`config.mk`:
```
export PLATFORM = sky130hd
export DESIGN_NAME = legv8_mc_ctrl_flat
export DESIGN_NICKNAME = d
export VERILOG_FILES = /design/src/rtl/legv8_mc_ctrl_if.sv /design/src/rtl/legv8_mc_ctrl.sv /design/src/flat_wrapper.sv
export SDC_FILE = /design/constraint.sdc
export NUM_CORES = 1
export LEC_CHECK = 0
export BUFFER_PORTS_ARGS = -buffer_cell sky130_fd_sc_hd__buf_2
export CAP_MARGIN = 25
export CORE_MARGIN = 2
export CORE_UTILIZATION = 51
export DETAILED_ROUTE_END_ITERATION = 10
export HOLD_SLACK_MARGIN = 0.05
export PLACE_DENSITY_LB_ADDON = 0.2
export SLEW_MARGIN = 40
export SYNTH_ARGS = -nofsm -noshare
export SYNTH_HDL_FRONTEND = slang
export SYNTH_SLANG_ARGS = --single-unit
```
`constraint.sdc`:
```
create_clock -name clk -period 2.02 [get_ports clk]
set_clock_uncertainty 0.1 [all_clocks]
set_input_delay 0.303 -clock clk [delete_from_list [all_inputs] [get_ports clk]]
set_output_delay 0.303 -clock clk [all_outputs]
set_load 0.03 [all_outputs]
```
`src/rtl/legv8_mc_ctrl_if.sv`:
```
// ---------------------------------------------------------------------------
// legv8_mc_ctrl_if : opcode/handshake inputs and control outputs of the sequencer
// Revision: 1.0
// ---------------------------------------------------------------------------
`default_nettype none

interface legv8_mc_ctrl_if #(
  parameter int CNTW = 16
);
  logic [10:0]     opcode;
  logic            mem_ready;
  logic            pc_write;
  logic            ir_write;
  logic            branch;
  logic            uncondbranch;
  logic            mem_read;
  logic            mem_write;
  logic            reg_write;
  logic            reg2loc;
  logic            alu_src;
  logic            mem2reg;
  logic [1:0]      aluop;
  logic [2:0]      state;
  logic            illegal;
  logic            err;
  logic [CNTW-1:0] instr_count;

  modport master (
    output opcode, mem_ready,
    input  pc_write, ir_write, branch, uncondbranch, mem_read, mem_write,
           reg_write, reg2loc, alu_src, mem2reg, aluop, state, illegal, err,
           instr_count
  );

  modport slave (
    input  opcode, mem_ready,
    output pc_write, ir_write, branch, uncondbranch, mem_read, mem_write,
           reg_write, reg2loc, alu_src, mem2reg, aluop, state, illegal, err,
           instr_count
  );
endinterface

`default_nettype wire

```
`src/rtl/legv8_mc_ctrl.sv`:
```
// ---------------------------------------------------------------------------
// legv8_mc_ctrl : multi-cycle LEGv8 control sequencer with memory-ready timeout
// Revision: 1.0
// ---------------------------------------------------------------------------
`default_nettype none

module legv8_mc_ctrl #(
  parameter int CNTW        = 16,
  parameter int MEM_TIMEOUT = 15
) (
  input  logic                 clk,
  input  logic                 rst,
  legv8_mc_ctrl_if.slave       bus
);

  localparam int WW = (MEM_TIMEOUT < 2) ? 1 : $clog2(MEM_TIMEOUT + 1);
  localparam logic [WW-1:0] WAIT_LAST = WW'(MEM_TIMEOUT - 1);

  typedef enum logic [2:0] {
    S_FETCH  = 3'd0,
    S_DECODE = 3'd1,
    S_EXEC   = 3'd2,
    S_MEM    = 3'd3,
    S_WB     = 3'd4,
    S_ERR    = 3'd7
  } state_t;

  typedef enum logic [2:0] {
    C_NONE = 3'd0,
    C_R    = 3'd1,
    C_LDUR = 3'd2,
    C_STUR = 3'd3,
    C_CBZ  = 3'd4,
    C_B    = 3'd5
  } class_t;

  state_t          state_q, state_d;
  class_t          cls_q, cls_dec;
  logic [WW-1:0]   wait_q, wait_d;
  logic            err_q;
  logic [CNTW-1:0] cnt_q;
  logic            retire;

  always_comb begin
    cls_dec = C_NONE;
    if (bus.opcode[10:5] == 6'b000101)          cls_dec = C_B;
    else if (bus.opcode[10:3] == 8'b10110100)   cls_dec = C_CBZ;
    else if (bus.opcode == 11'b11111000010)     cls_dec = C_LDUR;
    else if (bus.opcode == 11'b11111000000)     cls_dec = C_STUR;
    else if (bus.opcode == 11'b10001011000 || bus.opcode == 11'b11001011000 ||
             bus.opcode == 11'b10001010000 || bus.opcode == 11'b10101010000)
      cls_dec = C_R;
  end

  always_comb begin
    state_d          = state_q;
    wait_d           = '0;
    retire           = 1'b0;
    bus.pc_write     = 1'b0;
    bus.ir_write     = 1'b0;
    bus.branch       = 1'b0;
    bus.uncondbranch = 1'b0;
    bus.mem_read     = 1'b0;
    bus.mem_write    = 1'b0;
    bus.reg_write    = 1'b0;
    bus.reg2loc      = 1'b0;
    bus.alu_src      = 1'b0;
    bus.mem2reg      = 1'b0;
    bus.aluop        = 2'b00;
    bus.illegal      = 1'b0;
    case (state_q)
      S_FETCH: begin
        bus.mem_read = 1'b1;
        if (bus.mem_ready) begin
          bus.ir_write = 1'b1;
          bus.pc_write = 1'b1;
          state_d      = S_DECODE;
        end else if (wait_q == WAIT_LAST) begin
          state_d = S_ERR;
        end else begin
          wait_d = wait_q + 1'b1;
        end
      end
      S_DECODE: begin
        bus.reg2loc = (cls_dec == C_STUR) || (cls_dec == C_CBZ);
        if (cls_dec == C_NONE) begin
          bus.illegal = 1'b1;
          state_d     = S_FETCH;
        end else begin
          state_d = S_EXEC;
        end
      end
      S_EXEC: begin
        case (cls_q)
          C_R: begin
            bus.aluop = 2'b10;
            state_d   = S_WB;
          end
          C_LDUR, C_STUR: begin
            bus.alu_src = 1'b1;
            state_d     = S_MEM;
          end
          C_CBZ: begin
            bus.aluop    = 2'b01;
            bus.reg2loc  = 1'b1;
            bus.branch   = 1'b1;
            bus.pc_write = 1'b1;
            state_d      = S_FETCH;
            retire       = 1'b1;
          end
          C_B: begin
            bus.uncondbranch = 1'b1;
            bus.pc_write     = 1'b1;
            state_d          = S_FETCH;
            retire           = 1'b1;
          end
          default: state_d = S_FETCH;
        endcase
      end
      S_MEM: begin
        bus.alu_src   = 1'b1;
        bus.mem_write = (cls_q == C_STUR);
        bus.mem_read  = (cls_q == C_LDUR);
        if (bus.mem_ready) begin
          // Stores finish here; loads still need the writeback cycle.
          state_d = (cls_q == C_STUR) ? S_FETCH : S_WB;
          retire  = (cls_q == C_STUR);
        end else if (wait_q == WAIT_LAST) begin
          state_d = S_ERR;
        end else begin
          wait_d = wait_q + 1'b1;
        end
      end
      S_WB: begin
        bus.reg_write = 1'b1;
        bus.mem2reg   = (cls_q == C_LDUR);
        state_d       = S_FETCH;
        retire        = 1'b1;
      end
      S_ERR:   state_d = S_ERR;
      default: state_d = S_FETCH;
    endcase
  end

  always_ff @(posedge clk or negedge rst) begin
    if (!rst) begin
      state_q <= S_FETCH;
      cls_q   <= C_NONE;
      wait_q  <= '0;
      err_q   <= 1'b0;
      cnt_q   <= '0;
    end else begin
      state_q <= state_d;
      wait_q  <= wait_d;
      if (state_q == S_DECODE) cls_q <= cls_dec;
      if (state_d == S_ERR)    err_q <= 1'b1;
      if (retire)              cnt_q <= cnt_q + 1'b1;
    end
  end

  assign bus.state       = state_q;
  assign bus.err         = err_q;
  assign bus.instr_count = cnt_q;

endmodule

`default_nettype wire

```
`src/flat_wrapper.sv`:
```
// flat-port wrapper written by rule: the top's interface ports become plain ports
module legv8_mc_ctrl_flat 
#(
  parameter int CNTW        = 16,
  parameter int MEM_TIMEOUT = 15
)
  (clk, rst, bus_opcode, bus_mem_ready, bus_pc_write, bus_ir_write, bus_branch, bus_uncondbranch, bus_mem_read, bus_mem_write, bus_reg_write, bus_reg2loc, bus_alu_src, bus_mem2reg, bus_aluop, bus_state, bus_illegal, bus_err, bus_instr_count);
  legv8_mc_ctrl_if #(.CNTW(CNTW)) bus_i ();
  input  logic clk;
  input  logic rst;
  input wire logic [$bits(bus_i.opcode)-1:0] bus_opcode;
  input wire logic [$bits(bus_i.mem_ready)-1:0] bus_mem_ready;
  output wire logic [$bits(bus_i.pc_write)-1:0] bus_pc_write;
  output wire logic [$bits(bus_i.ir_write)-1:0] bus_ir_write;
  output wire logic [$bits(bus_i.branch)-1:0] bus_branch;
  output wire logic [$bits(bus_i.uncondbranch)-1:0] bus_uncondbranch;
  output wire logic [$bits(bus_i.mem_read)-1:0] bus_mem_read;
  output wire logic [$bits(bus_i.mem_write)-1:0] bus_mem_write;
  output wire logic [$bits(bus_i.reg_write)-1:0] bus_reg_write;
  output wire logic [$bits(bus_i.reg2loc)-1:0] bus_reg2loc;
  output wire logic [$bits(bus_i.alu_src)-1:0] bus_alu_src;
  output wire logic [$bits(bus_i.mem2reg)-1:0] bus_mem2reg;
  output wire logic [$bits(bus_i.aluop)-1:0] bus_aluop;
  output wire logic [$bits(bus_i.state)-1:0] bus_state;
  output wire logic [$bits(bus_i.illegal)-1:0] bus_illegal;
  output wire logic [$bits(bus_i.err)-1:0] bus_err;
  output wire logic [$bits(bus_i.instr_count)-1:0] bus_instr_count;
  assign bus_i.opcode = bus_opcode;
  assign bus_i.mem_ready = bus_mem_ready;
  assign bus_pc_write = bus_i.pc_write;
  assign bus_ir_write = bus_i.ir_write;
  assign bus_branch = bus_i.branch;
  assign bus_uncondbranch = bus_i.uncondbranch;
  assign bus_mem_read = bus_i.mem_read;
  assign bus_mem_write = bus_i.mem_write;
  assign bus_reg_write = bus_i.reg_write;
  assign bus_reg2loc = bus_i.reg2loc;
  assign bus_alu_src = bus_i.alu_src;
  assign bus_mem2reg = bus_i.mem2reg;
  assign bus_aluop = bus_i.aluop;
  assign bus_state = bus_i.state;
  assign bus_illegal = bus_i.illegal;
  assign bus_err = bus_i.err;
  assign bus_instr_count = bus_i.instr_count;
  legv8_mc_ctrl #(.CNTW(CNTW), .MEM_TIMEOUT(MEM_TIMEOUT)) u_core (.clk(clk), .rst(rst), .bus(bus_i));
endmodule
```
==> results of run 1 <==
==> final timing paths <==
kind | from | endpoint | slack, ns | depth (start not counted)
max reg2reg | u_core.bus.state[2]$_DFF_PN0_ | u_core.bus.instr_count[1]$_DFFE_PN0P_ | 0.15 | 6
max in group asynchronous | rst | u_core.bus.state[1]$_DFF_PN0_ | 1.01 | 2
min reg2reg | u_core.bus.instr_count[15]$_DFFE_PN0P_ | u_core.bus.instr_count[15]$_DFFE_PN0P_ | 0.37 | 1
max | u_core.bus.state[0]$_DFF_PN0_ | bus_reg2loc | 0.04 | 6
min | bus_opcode[10] | u_core.cls_q[1]$_DFFE_PN0P_ | 0.20 | 3
min in group asynchronous | rst | u_core.bus.state[0]$_DFF_PN0_ | 0.39 | 2
==> per-stage QoR <==
step / std cells / total power, µW / util [%] / area (µm²) / setup TNS [ns]
global placement: 232 / 589 / 65.0 / 1840 / 0
detailed placement: 232 / 591 / 65.0 / 1840 / 0
floorplan: 158 / 561 / - / 1600 / -0.355
CTS: 246 / 826 / 69.5 / 1970 / 0
finish: 248 / 818 / 71.4 / 2020 / 0
global route: 248 / 854 / 71.4 / 2020 / -0.0834
==> layout make-up <==
type | count | area, µm² | share of cell area (%)
multi-input combinational | 119 | 861 | 42.6
sequential | 27 | 681 | 33.7
timing repair buffer | 62 | 392 | 19.4
tap | 31 | 38.8 | 1.92
clock buffer | 3 | 22.5 | 1.11
inverter | 5 | 18.8 | 0.929
clock inverter | 1 | 7.51 | 0.372
==> worst max-delay path, stage by stage, from the launching register on <==
cell and delay (ns):
dfrtp_2 0.46, buf_6 0.12, and2b_1 0.16, nand2b_1 0.12
inv_2 0.05, a41o_2 0.21, buf_6 0.13
==> layer usage <==
layer  vias to the layer above  routed length (µm)  track usage, %
met3                         4                 149            3.28
met4                         0                  40            8.77
li1                        687                   -               -
met1                       674                1630            30.0
met2                        39                1720            35.7
met5                         -                   0               0
==> registers in the layout (all words and copies together) (netlist names) <==
signal and cells:
u_core.cls_q 3, u_core.bus.instr_count 16, u_core.bus.err 1, u_core.wait_q 4
u_core.bus.state 3
==> where the power goes <==
group | switching (µW) | internal, µW | total, µW
Sequential | 0 | 541 | 541
Combinational | 26.2 | 16.4 | 42.6
Clock | 159 | 75.6 | 234
Total | 185 | 633 | 818
==> cells by family (layout without fill, tap and decap cells) <==
kind of cell	count (synthesis)	in the layout	synth area share, %
DFF	27	27	43.7
and+or+nand+nor	73	73	26.0
xor gates and xnor gates	18	18	10.2
adders and majority gates	3	3	2.43
buffers and inverters	12	71	4.05
AOI/OAI and AO/OA	22	22	11.3
muxes	3	3	2.35
==> cell usage after synthesis <==
cell	n	share of area, %
mux2i_1	1	0.65
nor4b_1	1	0.57
a32o_1	1	0.65
mux2_4	1	0.97
nor3b_1	2	0.97
xnor2_1	15	8.5
or3_1	2	0.81
and3b_1	1	0.57
nand3_1	5	1.6
nor2_1	13	3.2
o211a_1	1	0.65
nand2b_1	2	0.81
or2_2	1	0.41
nand4_1	8	3.2
a41oi_1	1	0.57
o2bb2ai_4	1	1.8
o31ai_1	2	0.97
xor2_1	3	1.7
a31oi_1	2	0.81
inv_1	5	1.2
nor4_1	3	1.2
a22o_1	1	0.57
ha_1	3	2.4
nor2b_1	1	0.41
a21o_1	2	0.97
mux2_2	1	0.73
and4_1	2	1.1
and2b_1	1	0.49
nand4b_1	1	0.57
clkbuf_1	3	0.73
dfrtp_1	27	44
a211o_1	1	0.57
nand3b_1	1	0.49
nor3_1	2	0.65
and4bb_2	1	0.81
o21ai_0	3	0.97
and3_1	8	3.2
a21boi_0	1	0.49
a41o_1	1	0.65
nand2_1	15	3.6
a21oi_1	5	1.6
buf_6	2	1.5
and2_1	3	1.2
buf_2	2	0.65
==> timing repair <==
action / 4_1_cts / 5_1_grt
hold endpoints to repair: 27 / 0
setup buffers: 9 / 3
gates resized for setup: 9 / 9
endpoints found under the setup margin: 3 / 15
hold buffers: 1 / 0
pin swaps: 2 / 2
==> results.txt, run 1 <==
Peak supply drop -> 0.000439 V
sum of overflow across all layers after global routing -> 0
CP Launch Type -> register
count of endpoints failing setup in the final report -> 0
floorplan die area -> 0.00349 mm²
horizontal die dimension -> 59.0 µm
worst-case setup margin in the final layout -> 0.0389 ns
global-route wire length before repair -> 5.89 mm
clock sink total -> 27
share of synthesized area occupied by flip-flops and latches -> 43.7%
arrival time of the worst setup path -> 1.58 ns
Synth Cell Area -> 0.00155 mm²
leading cell type in the layout, fill and taps excluded -> buf_2
critical setup path kind -> register to output port
Top Ports -> 47
clock root buffer master -> clkbuf_4
setup repair after global routing missed its margin -> true
wirelength, routed -> 3.54 mm
Setup crit end kind -> output port
clock latency on the worst-skew pair -> 0.32 ns
antenna violations before repair -> 0
Min Hold Slack -> 0.197 ns
number of H-tree levels -> 1
global placer's final weighted congestion -> 0.874
P_leak -> 0.000974 µW
clock tree from TritonCTS -> done
antenna diode count -> 0
number of design-rule violations left by the first detailed-router iteration -> 77
wire per inst -> 14.3 µm
number of vias per cell -> 5.66
number of instances in the synthesized netlist -> 158
post-route minimum period -> 1.98 ns
Layout Nets -> 235
pin count of the biggest net entering global routing -> 28
Setup WS pre-CTS -> 0.0652 ns
residual DRC count -> 0
floorplan row count -> 19
number of storage elements in the synthesis netlist -> 27
Period Utilization, post-route -> 98.1%
Std-Cell Core Area -> 0.00283 mm²
Starting Density -> 54.6%
Worst-Margin Slew -> 0.584 ns
first drt pass iteration count -> 4
Port Buffers -> 46
count of warnings emitted by yosys -> 0
count of max-cap constraint violations -> 0
die span in y -> 59.0 µm
area overhead of the layout relative to synthesis -> 30.8%
number of vias in the routed layout -> 1404
combined global-route utilization of all metal layers -> 22.1%
status -> finished clean
worst relative slew slack -> 61.0%
clock edge transition at the registers on the reported setup and hold paths -> 0.15 ns
TritonCTS Buffers -> 3
upper clock frequency limit -> 505 MHz
via count of the first global-routing pass -> 1329
count of pins over their slew limit -> 0
number of library cell types mapped by synthesis -> 44
Clock Tree Buf Depth -> 2
commonest cells after routing, fill and taps aside -> buf_2 (43), dfrtp_1 (23), nand2_1 (15), xnor2_1 (15)
number of nets still failing antenna checks after routing -> 0
fraction of layout cells with a size suffix above 1 -> 38.7%
class of the tightest hold or removal check -> input port to register
Worst Path Max Fanout -> 3
power density over the cells -> 405 mW/mm²
fill cell total of the finished layout -> 219
Hold Violations, Final -> 0
synthesized net count -> 175
required time at the endpoint of the critical path -> 1.62 ns
Post-Synthesis Mean Instance Area -> 9.78 µm²
estimated wirelength of the detail-placed design -> 2.54 mm
No activity file was read; power rests on OpenSTA's default activity.
==> inputs of run 2 (changes only) <==
- CELL_PAD_IN_SITES_DETAIL_PLACEMENT: not set -> 0
- CELL_PAD_IN_SITES_GLOBAL_PLACEMENT: not set -> 1
- CORE_UTILIZATION: 51 -> 38
- SETUP_SLACK_MARGIN: not set -> 0.5
==> run 2 against run 1 <==
  * Maximum frequency rose by 3.8%
  * Largest cell class unchanged
  * Final cell count rose by 19%
  * Highest routed layer unchanged
  * Critical endpoint is now bus_mem2reg
  * Register-to-register slack hardly changed
  * Via count is 15% higher
  * Sequential power is essentially flat
  * First-iteration DRC count is 6.5% lower
  * Critical path depth shrank 1
==> results.txt, run 2 (synthesis gave the netlist of run 1 again) <==
via count of the first global-routing pass -> 1614
wirelength, routed -> 4.81 mm
upper clock frequency limit -> 524 MHz
met2 WL post-DR -> 2.56 mm
die span in y -> 67.8 µm
number of vias per cell -> 5.46
combinational share of power -> 6.0%
clock tree from TritonCTS -> done
utilization after layout -> 67.0%
highest cell delay on the worst timing path -> 0.44 ns
arrival time of the worst setup path -> 1.51 ns
global-route wire length before repair -> 7.20 mm
Period Utilization, post-route -> 94.5%
global placer's final weighted congestion -> 0.837
Layout Nets -> 263
instance area at placement -> 0.00188 mm²
class of the tightest hold or removal check -> input port to register
Port Buffers -> 46
status -> finished clean
floorplan die area -> 0.00459 mm²
pin count of the biggest net entering global routing -> 28
Std-Cell Core Area -> 0.00394 mm²
max layer used -> met4
power density over the cells -> 338 mW/mm²
CP Launch Type -> register
setup repair after global routing missed its margin -> true
critical setup path kind -> register to output port
Starting Density -> 39.2%
R2R Setup Slk -> 0.14 ns
Worst Path Max Fanout -> 5
internal power -> 703 µW
count of pins over their slew limit -> 0
wire per inst -> 16.3 µm
count of endpoints failing setup in the final report -> 0
worst relative slew slack -> 59.1%
estimated wirelength of the detail-placed design -> 2.66 mm
sequential cell fraction of total power -> 60.5%
count of max-cap constraint violations -> 0
P_leak -> 0.00125 µW
antenna violations before repair -> 0
flip-flop count of the largest register, all copies and words added -> 16
fraction of layout cells with a size suffix above 1 -> 60.0%
clock network fraction of design power -> 33.6%
floorplan row count -> 23
clock sink total -> 27
number of design-rule violations left by the first detailed-router iteration -> 72
Clock Tree Buf Depth -> 2
clock latency on the worst-skew pair -> 0.26 ns
switching pwr -> 190 µW
Top Ports -> 47
commonest cells after routing, fill and taps aside -> buf_6 (32), buf_2 (30), buf_4 (25), dfrtp_1 (23), xnor2_1 (12)
number of nets still failing antenna checks after routing -> 0
Hold Violations, Final -> 0
leading cell type in the layout, fill and taps excluded -> buf_6
cell type with the highest occurrence count on the critical path -> buf_6
number of H-tree levels -> 1
combined global-route utilization of all metal layers -> 20.4%
sum of overflow across all layers after global routing -> 0
cells traversed along the worst timing path -> buf_6 -> buf_6 -> nor3_4 -> and3_4 -> buf_6
clock edge transition at the registers on the reported setup and hold paths -> 0.09 ns
final design area excluding fillers -> 0.00264 mm²
area overhead of the layout relative to synthesis -> 70.9%
Worst-Margin Slew -> 0.613 ns
TritonCTS Buffers -> 3
number of vias in the routed layout -> 1610
Worst Reg-to-Reg Cells -> 9
worst hold stages -> 3
Peak supply drop -> 0.000224 V
horizontal die dimension -> 67.8 µm
CP max stage cell -> dfrtp_2
first drt pass iteration count -> 4
clock root buffer master -> clkbuf_8
residual DRC count -> 0
routed wire length on met3 -> 243 µm
switching part of the total -> 21.2%
antenna diode count -> 0
required time at the endpoint of the critical path -> 1.62 ns
Setup crit end kind -> output port
routed metal-1 wire length -> 1.94 mm
post-route minimum period -> 1.91 ns
run 2: cell count changes in the layout (fill, tap and decap cells not counted), moves of 5 or more:
cell and change:
buf_6 +27, nand2_2 +6, buf_2 -13, nor2_1 -5
buf_4 +13, nand2_1 -8
run 2: path summary, 6_finish.rpt:
check / end / start
worst max-delay path: bus_mem2reg / u_core.bus.state[0]$_DFF_PN0_
worst min register to register: u_core.bus.instr_count[15]$_DFFE_PN0P_ / u_core.bus.instr_count[15]$_DFFE_PN0P_
max in group asynchronous: u_core.bus.state[0]$_DFF_PN0_ / rst
worst min-delay path: u_core.cls_q[2]$_DFFE_PN0P_ / bus_opcode[5]
min in group asynchronous: u_core.bus.instr_count[9]$_DFFE_PN0P_ / rst
worst max register to register: u_core.bus.err$_DFFE_PN0N_ / u_core.bus.state[2]$_DFF_PN0_
run 2: layout make-up:
| cell class | instances | area, µm² |
|---|---|---|
| Sequential cell | 27 | 681 |
| Multi-Input combinational cell | 119 | 1100 |
| Timing Repair Buffer | 90 | 731 |
| Inverter | 5 | 23.8 |
| Fill cell | 303 | 1300 |
| Clock buffer | 4 | 45.0 |
| Tap cell | 50 | 62.6 |
run 2: power by group through the flow:
stage	Clock, µW	Sequential [µW]	Combinational, µW
6_report	300	540	53.2
3_3_place_gp	0	551	39.3
3_5_place_dp	0	551	40.3
5_1_grt	325	540	59.7
4_1_cts	306	540	46.9
2_1_floorplan	0	551	9.80
run 2: what timing repair did:
item,CTS,global route
setup buffers,31,8
gates cloned,1,0
endpoints found under the setup margin,33,40
pin swaps,20,20
hold endpoints to repair,27,0
resized for setup,66,40
hold buffers,1,0
run 2: per-layer routing:
metal	vias to the layer above	track usage, %
li1	738	-
met1	812	24.9
met2	54	37.7
met3	6	2.00
met4	0	5.50
met5	-	0
run 2: through the flow:
step	setup slack (ns)	setup TNS [ns]	power [µW]	hold slack, ns	std cells
after detailed placement	0.110	0	591	0.247	250
final	0.111	0	893	0.295	295
after floorplan	-0.153	-0.252	561	-0.0926	158
after global routing	0.0678	0	925	0.305	295
after CTS	0.155	0	893	0.252	287
after global placement	0.149	0	590	0.237	250
run 2: critical path: cells and delay by family, from the launching register on:
family | cells | cell delay [ns]
DFF | 1 | 0.44
and+or+nand+nor | 2 | 0.42
buffers and inverters | 3 | 0.38
